$ cat config.mk
export PLATFORM = sky130hd
export DESIGN_NAME = mult_sm5_flat
export DESIGN_NICKNAME = d
export VERILOG_FILES = /design/src/rtl/mult_sm5_if.sv /design/src/rtl/mult_sm5.sv /design/src/flat_wrapper.sv
export SDC_FILE = /design/constraint.sdc
export NUM_CORES = 1
export LEC_CHECK = 0
export ABC_AREA = 0
export BUFFER_PORTS_ARGS = -buffer_cell sky130_fd_sc_hd__clkbuf_2
export CORE_AREA = 3 3 82 53
export CTS_BUF_LIST = sky130_fd_sc_hd__clkbuf_4 sky130_fd_sc_hd__clkbuf_8
export DETAILED_ROUTE_END_ITERATION = 8
export DIE_AREA = 0 0 85 56
export PLACE_DENSITY_LB_ADDON = 0.1
export SYNTH_ARGS = -nofsm -noshare
export SYNTH_HDL_FRONTEND = slang
export SYNTH_SLANG_ARGS = --single-unit
$ cat constraint.sdc
create_clock -name clk -period 4.1 [get_ports clk]
set_clock_uncertainty 0.2 [all_clocks]
set_input_delay 0.82 -clock clk [delete_from_list [all_inputs] [get_ports clk]]
set_output_delay 0.82 -clock clk [all_outputs]
set_load 0.02 [all_outputs]
$ cat src/rtl/mult_sm5_if.sv
// Request/result bundle for the mult_sm5 sign-magnitude multiplier.
// The master drives operands and start; the slave returns the product and status.
interface mult_sm5_if #(
  parameter int WIDTH = 5
);
  logic                 start;
  logic [WIDTH-1:0]     a;
  logic [WIDTH-1:0]     b;
  logic [2*WIDTH-1:0]   out;
  logic                 busy;
  logic                 done;

  modport master (output start, a, b, input out, busy, done);
  modport slave  (input start, a, b, output out, busy, done);
endinterface

$ cat src/rtl/mult_sm5.sv
// Sequential sign-magnitude fixed-point multiplier (shift-add, one magnitude bit per clock).
// Define MULT_SM5_FAST_EN to replace the iterative loop with a single-cycle product.
module mult_sm5 #(
  parameter int WIDTH = 5
) (
  input  logic       clk,
  input  logic       rst,
  mult_sm5_if.slave  bus
);
  localparam int M  = WIDTH - 1;
  localparam int P  = 2 * M;

  typedef enum logic [1:0] {
    IDLE = 2'd0,
    RUN  = 2'd1,
    DONE = 2'd2
  } state_t;

  state_t           state_r, state_s;
  logic             sign_r, sign_s;
  logic [P-1:0]     acc_r, acc_s;
  logic [2*WIDTH-1:0] out_r, out_s;
  logic             busy_r, busy_s;
  logic             done_r, done_s;

`ifndef MULT_SM5_FAST_EN
  localparam int CW = $clog2(WIDTH);
  localparam logic [CW-1:0] CNT_LAST = CW'(WIDTH - 2);
  localparam logic [CW-1:0] CNT_ONE  = {{(CW-1){1'b0}}, 1'b1};

  logic [P-1:0]     mcand_r, mcand_s;
  logic [M-1:0]     mplier_r, mplier_s;
  logic [CW-1:0]    cnt_r, cnt_s;
`endif

  // Next-state and datapath update for the control FSM.
  always_comb begin
    state_s = state_r;
    sign_s  = sign_r;
    acc_s   = acc_r;
    out_s   = out_r;
    busy_s  = busy_r;
    done_s  = 1'b0;
`ifndef MULT_SM5_FAST_EN
    mcand_s  = mcand_r;
    mplier_s = mplier_r;
    cnt_s    = cnt_r;
`endif
    case (state_r)
      IDLE: begin
        if (bus.start) begin
          sign_s = bus.a[WIDTH-1] ^ bus.b[WIDTH-1];
          busy_s = 1'b1;
`ifdef MULT_SM5_FAST_EN
          acc_s   = {{M{1'b0}}, bus.a[M-1:0]} * {{M{1'b0}}, bus.b[M-1:0]};
          state_s = DONE;
`else
          mcand_s  = {{M{1'b0}}, bus.a[M-1:0]};
          mplier_s = bus.b[M-1:0];
          acc_s    = {P{1'b0}};
          cnt_s    = {CW{1'b0}};
          state_s  = RUN;
`endif
        end else begin
          state_s = IDLE;
        end
      end
`ifndef MULT_SM5_FAST_EN
      RUN: begin
        if (mplier_r[0]) begin
          acc_s = acc_r + mcand_r;
        end else begin
          acc_s = acc_r;
        end
        mcand_s  = mcand_r << 1;
        mplier_s = mplier_r >> 1;
        cnt_s    = cnt_r + CNT_ONE;
        // The iteration that takes the counter to WIDTH-1 is the last one.
        if (cnt_r == CNT_LAST) begin
          state_s = DONE;
        end else begin
          state_s = RUN;
        end
      end
`endif
      DONE: begin
        // A zero magnitude always reports a positive sign.
        out_s   = {sign_r & (acc_r != {P{1'b0}}), 1'b0, acc_r};
        done_s  = 1'b1;
        busy_s  = 1'b0;
        state_s = IDLE;
      end
      default: begin
        busy_s  = 1'b0;
        state_s = IDLE;
      end
    endcase
  end

  // State and datapath registers; reset aborts any operation in flight.
  always_ff @(posedge clk or posedge rst) begin
    if (rst) begin
      state_r  <= IDLE;
      sign_r   <= 1'b0;
      acc_r    <= {P{1'b0}};
      out_r    <= {(2*WIDTH){1'b0}};
      busy_r   <= 1'b0;
      done_r   <= 1'b0;
`ifndef MULT_SM5_FAST_EN
      mcand_r  <= {P{1'b0}};
      mplier_r <= {M{1'b0}};
      cnt_r    <= {CW{1'b0}};
`endif
    end else begin
      state_r  <= state_s;
      sign_r   <= sign_s;
      acc_r    <= acc_s;
      out_r    <= out_s;
      busy_r   <= busy_s;
      done_r   <= done_s;
`ifndef MULT_SM5_FAST_EN
      mcand_r  <= mcand_s;
      mplier_r <= mplier_s;
      cnt_r    <= cnt_s;
`endif
    end
  end

  assign bus.out  = out_r;
  assign bus.busy = busy_r;
  assign bus.done = done_r;
endmodule

$ cat src/flat_wrapper.sv
// flat-port wrapper written by rule: the top's interface ports become plain ports
module mult_sm5_flat 
#(
  parameter int WIDTH = 5
)
  (clk, rst, bus_start, bus_a, bus_b, bus_out, bus_busy, bus_done);
  mult_sm5_if #(.WIDTH(WIDTH)) bus_i ();
  input  logic clk;
  input  logic rst;
  input wire logic [$bits(bus_i.start)-1:0] bus_start;
  input wire logic [$bits(bus_i.a)-1:0] bus_a;
  input wire logic [$bits(bus_i.b)-1:0] bus_b;
  output wire logic [$bits(bus_i.out)-1:0] bus_out;
  output wire logic [$bits(bus_i.busy)-1:0] bus_busy;
  output wire logic [$bits(bus_i.done)-1:0] bus_done;
  assign bus_i.start = bus_start;
  assign bus_i.a = bus_a;
  assign bus_i.b = bus_b;
  assign bus_out = bus_i.out;
  assign bus_busy = bus_i.busy;
  assign bus_done = bus_i.done;
  mult_sm5 #(.WIDTH(WIDTH)) u_core (.clk(clk), .rst(rst), .bus(bus_i));
endmodule
# == Word-level counts from Yosys, hierarchy flattened ==
# Index checks and enable logic that the tools add are counted.
# totals
mem_count,0
output_inout_bits,12
input_bits,13
register_bits,37
ram_bits,0
wordCells,41
romBits,0
latch_bits,0
# op_classes
n_reduce_logical,7
n_div,0
magnitude_cmp,0
addsub,2
muxes,15
shifts,0
n_eq_ne,5
bitwise_logic,3
n_mul,0
# ops
operator,n
8-bit one-hot mux with 2 select lines,2
8-bit 2-to-1 mux,3
8-bit adder,1
4-bit one-hot mux with 2 select lines,1
8-bit nonzero test,1
3-bit one-hot mux with 2 select lines,1
2-bit AND reduction,3
4-bit 2-to-1 mux,1
2-bit one-hot mux with 2 select lines,1
3-bit by 1-bit adder with 3-bit output (second input constant),1
3-bit by 2-bit == test with 1-bit output (second input constant),1
1-bit 2-to-1 mux,3
3-bit 2-to-1 mux,1
3-bit AND reduction,1
2-bit by 1-bit == test with 1-bit output (second input constant),1
2-bit == test (second input constant),1
2-bit zero test,1
2-bit 2-to-1 mux,1
2-bit by 1-bit inequality test with 1-bit output (second input constant),1
2-bit inequality test (second input constant),1
1-bit one-hot mux with 2 select lines,1
2-bit nonzero test,1
1-bit bitwise AND,1
1-bit inverter,1
1-bit bitwise XOR,1

# == Longest topological paths before layout ==
# depth
ltp_word,3
depth_mapped,7
mapped_depth_nobuf,7

# == Least setup slack after synthesis ==
# Ideal clock, no wire load.
# synth_timing
path_type,register to register
startpoint,reg u_core.mcand_r[4]
endpoint,reg u_core.acc_r[7]
path_stages_with_launch,7
t_arrival_ns,1.683
setup_slack_ns,2.077
setup_ns,0.140
cell_sequence,dfrtp_1 > ha_1 > a21oi_1 > nand2_1 > o2111a_1 > a2111oi_0 > a22oi_1
# synth_via
elab_chain_cells,3
# synth_lines
element,line_no,rtl
start: declaration,mult_sm5.sv:31,"logic [P-1:0] mcand_r, mcand_s;"
start signal: assignment,mult_sm5.sv:110,mcand_r <= {P{1'b0}};
start signal: assignment,mult_sm5.sv:122,mcand_r <= mcand_s;
8-bit adder,mult_sm5.sv:71,acc_s = acc_r + mcand_r;
8-bit 2-to-1 mux,mult_sm5.sv:70,if (mplier_r[0]) begin
8-bit one-hot mux with 2 select lines,mult_sm5.sv:49,case (state_r)
end signal: assignment,mult_sm5.sv:105,acc_r <= {P{1'b0}};
end signal: assignment,mult_sm5.sv:117,acc_r <= acc_s;
end: declaration,mult_sm5.sv:21,"logic [P-1:0] acc_r, acc_s;"
# Every way passes these cells. The select of a mux whose other input is x is not followed.
# A chain may end at the register's enable or synchronous reset.

# == Final worst setup path ==
# layout_timing
startpoint,in bus_start
endpoint,reg u_core.acc_r[7]
# layout_via
elab_chain_cells,2
# layout_lines
element,line_no,rtl
start: declaration,flat_wrapper.sv:10,input wire logic [$bits(bus_i.start)-1:0] bus_start;
2-bit inequality test (no line),--,
3-bit AND reduction (no line),--,
# Every way passes these cells.

==> results.py <==
metrics = {
    "status": {
        "status": "finished clean",
    },
    "clocking": {
        "clk_latency_ps": 280,
        "cts.sinks": 37,
        "post_cts_resized": 0,
        "clockRootBuffer": "clkbuf_8",
        "cts_inserted_buffers": 5,
        "clk_pin_slew_worst_paths_ps": 60,
        "hold_buffers": 0,
        "cts_tree": "built",
        "clockBufferDepth": 2,
        "cts_setup_buffers": 0,
        "h-tree-depth": 2,
    },
    "power": {
        "leakagePower_nw": 1.023,
        "power_density_nw_per_um2": 721.9,
        "peakVddDrop_v": 0.0003156,
    },
    "hold_path": {
        "hp-start": "u_core.cnt_r[2]",
        "worstHoldEndpoint": "u_core.cnt_r[2]",
        "hold_class": "reg2reg",
        "holdPathStages": 2,
    },
    "detailed_routing": {
        "drt-pass1-iter-count": 4,
        "wl_mm": 3.820,
        "drtIter0Drc": 67,
        "num_vias": 1365,
        "wire_per_inst_um": 15.98,
        "via_per_inst": 5.711,
        "drt.antenna.violating_nets": 0,
        "route.detailed.drc": 0,
    },
    "job": {
        "drv_cap": 0,
    },
    "worst_setup_path": {
        "crit_chain": "clkbuf_2, nor2b_1, o21ai_1, a2111oi_0, a22oi_1",
        "cp.required_ps": 4050,
        "max_stage_delay_ps": 480,
        "reg2regPathDepth": 4,
        "endpoint_kind": "register",
        "start_kind": "input pin",
        "reg2reg_from": "u_core.state_r[0]",
        "worstPathArrival_ps": 2360,
        "worstPathMaxFanout": 8,
        "criticalPathCategory": "in2reg",
        "r2r_end": "u_core.acc_r[7]",
        "slowest_stage": "nor2b_1",
        "regToRegSetupSlack_ps": 1730,
    },
    "global_route": {
        "grt_start_max_net_pins": 38,
        "grt.total_usage_pct": 17.89,
        "grt_pass1_vias": 1374,
        "grt_pass1_wl_mm": 6.568,
        "overflow": 0,
        "antenna_found_initial": 0,
    },
    "synthesis": {
        "syn_avg_cell_area_um2": 10.86,
        "ys.warnings.count": 0,
        "synth-seq-cells": 37,
        "synthSimpleGateAreaFrac_pct": 12.62,
        "ys_seq_area_share_pct": 51.03,
        "synth_compound_area_share_pct": 17.38,
        "synth-xor-area-share_pct": 2.897,
        "muxShareOfSynthArea_pct": 5.586,
        "synth-async-reset-ratio_pct": 100.0,
        "synthesis.area_um2": 1814,
        "synth_top_family_by_area": "compound AO/OA/AOI/OAI gates",
        "synthFlopType": "dfrtp_1",
        "synth_nets": 190,
        "synth_fa_ha_area_share_pct": 7.310,
        "synth_cell_types": 37,
        "synthCells": 167,
        "synth_edf_count": 0,
    },
    "finish": {
        "design_area_um2": 2054,
        "final_common_cell": "dfrtp_1",
        "finalNonFillerCells": 239,
        "mostFrequentLayoutCells": "dfrtp_1 (37), clkbuf_2 (23), nand2_1 (19)",
        "syn_to_final_growth_pct": 13.24,
        "drive_gt1_share_pct": 23.44,
        "diodes": 0,
        "nNetsFinal": 215,
    },
    "sta": {
        "fmax_mhz": 415.1,
        "setup_viol": 0,
        "grt_setup_unrepaired": "no",
        "timing.final.crit_share_pct": 58.75,
        "slew_headroom_pct": 27.84,
        "worstMarginPinSlew_ps": 1075,
        "final-hold-violation-count": 0,
        "maxSlewViolCount": 0,
        "period_needed_ps": 2409,
        "fin_tns_setup_ps": 0,
    },
    "floorplanning": {
        "rows": 17,
        "pin_count": 25,
        "die_w_um": 85,
        "start_util_pct": 49.88,
        "fp.coreArea_um2": 3637,
        "die_area_um2": 4760,
        "die_h_um": 56,
    },
    "placement": {
        "gp_congestion": 0.8733,
        "io_buffers": 23,
        "post-place-cells": 232,
        "place_area_um2": 1964,
        "dpl.hpwl_mm": 2.904,
    },
}
cells by family after synthesis:
kind of cell | Yosys count
multiplexers | 9
other | 1
buffers and inverters | 12
flip-flops | 37
adder cells (fa/ha/maj) | 10
AND/OR/NAND/NOR | 43
XOR/XNOR | 6
AO/OA/AOI/OAI | 49
metrics by stage:
step	hold WS, ps	total power [mW]	utilization, %	setup WS, ps
after CTS	286.1	1.495	56.48	1721
after global placement	261.6	1.200	54.01	1589
after detailed placement	271.1	1.236	54.01	1428
after floorplan	249.8	1.062	-	2077
final	283.9	1.483	56.48	1691
after global routing	322.4	1.602	56.48	1541
worst max-delay path, delay by kind of cell:
| kind | cells | cell delay (ps) |
|---|---|---|
| AO/OA/AOI/OAI | 3 | 930 |
| buffers and inverters | 1 | 120 |
| AND/OR/NAND/NOR | 1 | 480 |
worst max path at each step:
stage	start	end	slack [ps]	depth (start not counted)
2_1_floorplan	u_core.mcand_r[4]	u_core.acc_r[7]	2080	6
3_3_place_gp	bus_start	u_core.acc_r[7]	1590	5
3_5_place_dp	bus_start	u_core.acc_r[7]	1430	5
4_1_cts	bus_start	u_core.acc_r[7]	1720	5
5_1_grt	bus_start	u_core.acc_r[7]	1540	5
6_report	bus_start	u_core.acc_r[7]	1690	5
synthesized netlist by cell type (2+ instances only):
cell     count  area [um^2]
dfrtp_1     37        925.9
nand2_1     19        71.32
o21ai_0     17        85.08
ha_1         9        112.6
mux2_2       9        101.4
a21oi_1      8        40.04
a22o_1       8        70.07
a22oi_1      7        52.55
inv_1        6        22.52
nor2_1       6        22.52
buf_2        4        20.02
xnor2_1      4        35.03
nor2b_1      3        18.77
and2_1       2        12.51
nand3_1      2        10.01
o21ai_1      2        10.01
or3_1        2        12.51
or4_1        2        15.01
xor2_1       2        17.52
flip-flops by register name, indices dropped and copies added (netlist names):
register,count
u_core.bus.out,9
u_core.acc_r,8
u_core.mcand_r,8
u_core.mplier_r,4
u_core.cnt_r,3
u_core.state_r,2
u_core.bus.busy,1
u_core.bus.done,1
u_core.sign_r,1
area by class of cell:
class / instances / area (um^2)
fill: 322 / 1583
sequential: 37 / 925.9
multi-input combinational: 118 / 834.6
timing repair buffer: 24 / 122.6
clock buffer: 7 / 90.09
tap: 47 / 58.81
inverter: 6 / 22.52
where the power goes:
| group | internal [mW] | total (mW) | leakage (nW) | switching [mW] |
|---|---|---|---|---|
| registers | 0.504 | 0.643 | 0.485 | 0.138 |
| logic | 0.260 | 0.584 | 0.491 | 0.324 |
| clock network | 0.140 | 0.256 | 0.0477 | 0.116 |
| total | 0.905 | 1.48 | 1.02 | 0.579 |
routing by layer:
metal	global-route usage [%]	share of wire (%)
met5	0	0
met4	6.772	1.6
met3	5.178	4.8
met2	28.32	47
met1	23.18	46
(Power assumes the default switching activity.)
